[src/rtl/twos_to_signmag_receiver_pkg.sv]
// twos_to_signmag_receiver_pkg: shared state encoding, default word width, counter sizing
//   S_RECV  collecting serial bits
//   S_HOLD  parallel result presented, waiting for consumer
package twos_to_signmag_receiver_pkg;
    typedef enum logic {S_RECV = 1'b0, S_HOLD = 1'b1} state_t;
    localparam int DEF_WIDTH = 8;
    function automatic int cnt_w(input int w);
        return $clog2(w);
    endfunction
endpackage

[src/rtl/serial_negate_cell.sv]
// serial_negate_cell: LSB-first serial two's-complement negation (copy up to first 1, invert after)
//   clk, rst  clock, sync active-high reset
//   clr       word end, forgets the seen-one flag (wins over en)
//   en        a bit is accepted this cycle
//   b         incoming serial bit
//   nb        negated bit for b, combinational
module serial_negate_cell (
    input  logic clk,
    input  logic rst,
    input  logic clr,
    input  logic en,
    input  logic b,
    output logic nb
);
    logic seen_one_q, seen_one_d;
    always_comb begin
        nb = seen_one_q ? ~b : b;
        seen_one_d = clr ? 1'b0 : (en ? (seen_one_q | b) : seen_one_q);
    end
    always_ff @(posedge clk) begin
        if (rst) seen_one_q <= 1'b0;
        else     seen_one_q <= seen_one_d;
    end
endmodule

[src/rtl/twos_to_signmag_receiver.sv]
// twos_to_signmag_receiver: serial LSB-first two's-complement word in, parallel sign-magnitude out
//   clk, rst   clock, sync active-high reset
//   inp        serial data bit, LSB first
//   in_valid   inp valid this cycle
//   in_ready   ready for a bit (state only)
//   out_valid  result held
//   out_ready  consumer accepts result
//   sign       1 = negative
//   mag        |x|
//   ovf        |x| = 2^(WIDTH-1), not representable in mag
module twos_to_signmag_receiver
    import twos_to_signmag_receiver_pkg::*;
#(
    parameter int WIDTH = DEF_WIDTH
) (
    input  logic             clk,
    input  logic             rst,
    input  logic             inp,
    input  logic             in_valid,
    output logic             in_ready,
    output logic             out_valid,
    input  logic             out_ready,
    output logic             sign,
    output logic [WIDTH-2:0] mag,
    output logic             ovf
);
    localparam int CW = cnt_w(WIDTH);
    localparam logic [CW-1:0] LAST = CW'(WIDTH - 1);
    state_t state_q, state_d;
    logic [CW-1:0] cnt_q, cnt_d;
    logic [WIDTH-1:0] raw_q, raw_d, neg_q, neg_d;
    logic sign_q, sign_d, ovf_q, ovf_d;
    logic [WIDTH-2:0] mag_q, mag_d;
    logic acc, word_end, nb;
    assign in_ready  = (state_q == S_RECV);
    assign out_valid = (state_q == S_HOLD);
    assign acc       = in_valid & in_ready;
    assign sign      = sign_q;
    assign mag       = mag_q;
    assign ovf       = ovf_q;
    serial_negate_cell u_neg (
        .clk (clk),
        .rst (rst),
        .clr (word_end),
        .en  (acc),
        .b   (inp),
        .nb  (nb)
    );
    always_comb begin
        state_d  = state_q;
        cnt_d    = cnt_q;
        raw_d    = raw_q;
        neg_d    = neg_q;
        sign_d   = sign_q;
        mag_d    = mag_q;
        ovf_d    = ovf_q;
        word_end = 1'b0;
        if (state_q == S_RECV) begin
            if (acc) begin
                raw_d = {inp, raw_q[WIDTH-1:1]};
                neg_d = {nb, neg_q[WIDTH-1:1]};
                cnt_d = cnt_q + 1'b1;
                if (cnt_q == LAST) begin
                    // MSB: decide on the freshly shifted values; nb is the negated MSB
                    word_end = 1'b1;
                    state_d  = S_HOLD;
                    cnt_d    = '0;
                    sign_d   = inp;
                    mag_d    = inp ? neg_d[WIDTH-2:0] : raw_d[WIDTH-2:0];
                    ovf_d    = inp & nb;
                end
            end
        end else if (out_ready) begin
            state_d = S_RECV;
        end
    end
    always_ff @(posedge clk) begin
        if (rst) begin
            state_q <= S_RECV;
            cnt_q   <= '0;
            raw_q   <= '0;
            neg_q   <= '0;
            sign_q  <= 1'b0;
            mag_q   <= '0;
            ovf_q   <= 1'b0;
        end else begin
            state_q <= state_d;
            cnt_q   <= cnt_d;
            raw_q   <= raw_d;
            neg_q   <= neg_d;
            sign_q  <= sign_d;
            mag_q   <= mag_d;
            ovf_q   <= ovf_d;
        end
    end
endmodule

[config.mk]
export PLATFORM = sky130hd
export DESIGN_NAME = twos_to_signmag_receiver
export DESIGN_NICKNAME = d
export VERILOG_FILES = /design/src/rtl/twos_to_signmag_receiver_pkg.sv /design/src/rtl/serial_negate_cell.sv /design/src/rtl/twos_to_signmag_receiver.sv
export SDC_FILE = /design/constraint.sdc
export NUM_CORES = 1
export LEC_CHECK = 0
export ABC_CLOCK_PERIOD_IN_PS = 1700
export CAP_MARGIN = 15
export CORE_AREA = 2 2 51 53
export CTS_CLUSTER_DIAMETER = 150
export DETAILED_ROUTE_END_ITERATION = 7
export DIE_AREA = 0 0 53 55
export HOLD_SLACK_MARGIN = 0.05
export PLACE_DENSITY = 0.75
export SLEW_MARGIN = 20
export SYNTH_ARGS = -nofsm -noshare
export SYNTH_HDL_FRONTEND = slang
export SYNTH_SLANG_ARGS = --single-unit
[constraint.sdc]
create_clock -name clk -period 1.7 [get_ports clk]
set_input_delay 0.425 -clock clk [delete_from_list [all_inputs] [get_ports clk]]
set_output_delay 0.425 -clock clk [all_outputs]
set_load 0.01 [all_outputs]
==> impl_metrics.json, run 1 <==
{
  "outcome": "finished clean",
  "place_ws_ns": -0.0138,
  "avgSynthCellArea_um2": 9.17,
  "seq_area_frac_synth_pct": 47.0,
  "p_int_mw": 0.943,
  "ant_nets": 0,
  "grt_usage_pct": 15.4,
  "overflow": 0,
  "clk_pin_slew_ns": 0.15,
  "drt-pass1-iter-count": 4,
  "max-vdd-ir-drop_mv": 0.512,
  "numCtsBuffers": 3,
  "core_mm2": 0.00236,
  "crit_path_end_kind": "output port",
  "setup_viol": 0,
  "synth_area_leaders": "dfxtp_1, nand2_1, mux2i_1, a21oi_1, a211oi_2",
  "initial_core_util_pct": 50.4,
  "top_level_ports": 16,
  "cp.arrival_ns": 1.24,
  "min_period_over_period_pct": 97.9,
  "die_h_um": 55,
  "cp_slowest_cell": "clkdlybuf4s50_1",
  "die_w_um": 53,
  "cp.required_ns": 1.27,
  "drc_errors": 0,
  "via_count": 899,
  "hold_class": "reg2reg",
  "gp_congestion": 0.733,
  "register_area_um2": 564,
  "wl_um": 2100,
  "io_buffers": 15,
  "critPathTopFamily": "buffers and inverters",
  "n_antenna_cell": 0,
  "clkPwrFrac_pct": 35.9,
  "multiInputGateArea_um2": 537,
  "synth.largest_area_cell": "dfxtp_1",
  "cp_max_fo": 6,
  "synth_edf_count": 0,
  "drv_slew": 0,
  "hold_viol": 0,
  "fillers": 199,
  "crit_type": "reg2out",
  "antenna_found_initial": 0,
  "synth_flop_cell": "dfxtp_1",
  "p_seq_share_pct": 56.9,
  "mappedNetlistArea_mm2": 0.00119,
  "crit_buf_inv": 1,
  "finClkSkew_ns": 0.00365,
  "worstPathCellList": "clkdlybuf4s50_1",
  "sw_frac_of_total_pct": 20.5,
  "tritoncts": "done",
  "place_area_mm2": 0.00138,
  "area_growth_pct": 21.1,
  "comb_power_share_pct": 7.2,
  "synthArstFlopShare_pct": 0,
  "synthesis.nets": 139,
  "rsz0062_at_grt": "false",
  "clock_path_buffers": 2,
  "cts_sinks": 28,
  "layout_commonest_cell": "nand2_1",
  "power.density_mw_per_mm2": 822,
  "fmax_mhz": 601,
  "routedWlPerCell_um": 11.9,
  "design_area_mm2": 0.00144,
  "first_iter_violations": 14,
  "nets": 156,
  "drive_gt1_share_pct": 15.1,
  "clkLatencyLatePin_ns": 0.32,
  "htree_num_levels": 1,
  "grt_max_degree": 29,
  "dieArea_mm2": 0.00292,
  "first_global_vias": 780,
  "rows": 18,
  "synth_cells": 130,
  "grt_pass1_wl_um": 3330,
  "ctsHoldBuffers": 0,
  "yosysWarnings": 0,
  "relSlewSlack_pct": 83.6,
  "maxCapViolCount": 0,
  "layout_min_cycle_time_ns": 1.66,
  "dpl.hpwl_um": 1490,
  "hold_slack_ns": 0.466,
  "root_buffer": "clkbuf_4",
  "synth-seq-cells": 28,
  "final_cell_mix": "nand2_1, dfxtp_1, a21oi_1",
  "tightest_slew_ns": 0.239,
  "critPathLaunchType": "register",
  "p_sw_mw": 0.243,
  "fin_ws_ns": 0.0359,
  "critical-path-max-stage-delay_ns": 0.53,
  "leakage_nw": 0.580,
  "synth_top_area_share_pct": 47.0,
  "avgViaCountPerCell": 5.11,
  "synthDistinctLibCells": 18
}
what timing repair did:
item	in CTS	in global routing
buffers inserted	0	0
setup endpoints to repair	2	5
resized for setup	1	5
registers in the layout, indices dropped and copies added, names as in the netlist:
register and cells:
cnt_q 3, mag 7, neg_q 7, out_valid 1
ovf 1, raw_q 7, sign 1, u_neg.seen_one_q 1
metrics by stage:
| step | power [mW] | cells | util [%] | TNS [ns] |
|---|---|---|---|---|
| 2_1_floorplan | 0.747 | 130 | - | 0 |
| 3_3_place_gp | 0.773 | 172 | 58.3 | 0 |
| 3_5_place_dp | 0.776 | 172 | 58.3 | -0.0138 |
| 4_1_cts | 1.20 | 176 | 60.5 | 0 |
| 5_1_grt | 1.22 | 176 | 61.1 | 0 |
| 6_report | 1.19 | 176 | 61.1 | 0 |
final cells by class:
type	count	share of cell area [%]
sequential	28	39.1
multi-input combinational	88	37.2
timing repair buffer	22	16.5
tap	30	2.60
clock inverter	1	2.08
clock buffer	3	1.56
inverter	4	1.04
synthesized netlist by cell type, drive strengths merged (2+ instances only):
| master | number |
|---|---|
| inv | 4 |
| nand2 | 33 |
| clkbuf | 2 |
| a211oi | 7 |
| a21oi | 18 |
| buf | 8 |
| nor2 | 12 |
| ha | 4 |
| mux2i | 10 |
| dfxtp | 28 |
cell families (layout without fill, tap and decap cells):
family,after synthesis,in the layout,synth area share [%]
DFF,28,28,47.0
AOI/OAI and AO/OA,25,25,14.9
and+or+nand+nor,49,49,17.5
muxes,10,10,8.39
buffers and inverters,14,30,7.97
adders and majority gates,4,4,4.20
path summary, 6_finish.rpt:
kind,to,startpoint,slack [ns],depth (start not counted)
worst max-delay path,out_valid,out_valid,0.04,1
worst min-delay path,raw_q[1],raw_q[1],0.47,2
worst max register to register,ovf,cnt_q[0],0.19,6
worst min register to register,raw_q[1],raw_q[1],0.47,2
power groups by stage:
stage / combinational [mW] / sequential, mW / clock (mW)
after global placement: 0.0832 / 0.689 / 0
after detailed placement: 0.0854 / 0.690 / 0
after CTS: 0.0859 / 0.676 / 0.435
after global routing: 0.0943 / 0.676 / 0.451
final: 0.0852 / 0.675 / 0.426
after floorplan: 0.0583 / 0.688 / 0
metal layers:
layer | GRT usage (%) | vias up | routed length (um)
met1 | 19.8 | 432 | 1040
met2 | 26.9 | 10 | 992
met5 | 0 | - | 0
met4 | 3.85 | 0 | 0
met3 | 2.42 | 0 | 60
li1 | - | 457 | -
Power figures use the tool's default switching activity.
==> run 2, diff against run 1 <==
--- a/config.mk
+++ b/config.mk
@@ -11,8 +11,10 @@
 export CTS_CLUSTER_DIAMETER = 150
 export DETAILED_ROUTE_END_ITERATION = 7
 export DIE_AREA = 0 0 53 55
+export GPL_ROUTABILITY_DRIVEN = 0
 export HOLD_SLACK_MARGIN = 0.05
 export PLACE_DENSITY = 0.75
+export SKIP_LAST_GASP = 1
 export SLEW_MARGIN = 20
 export SYNTH_ARGS = -nofsm -noshare
 export SYNTH_HDL_FRONTEND = slang
==> results of run 2 <==
No change in the layout: final DEF, timing and power equal those of run 1.
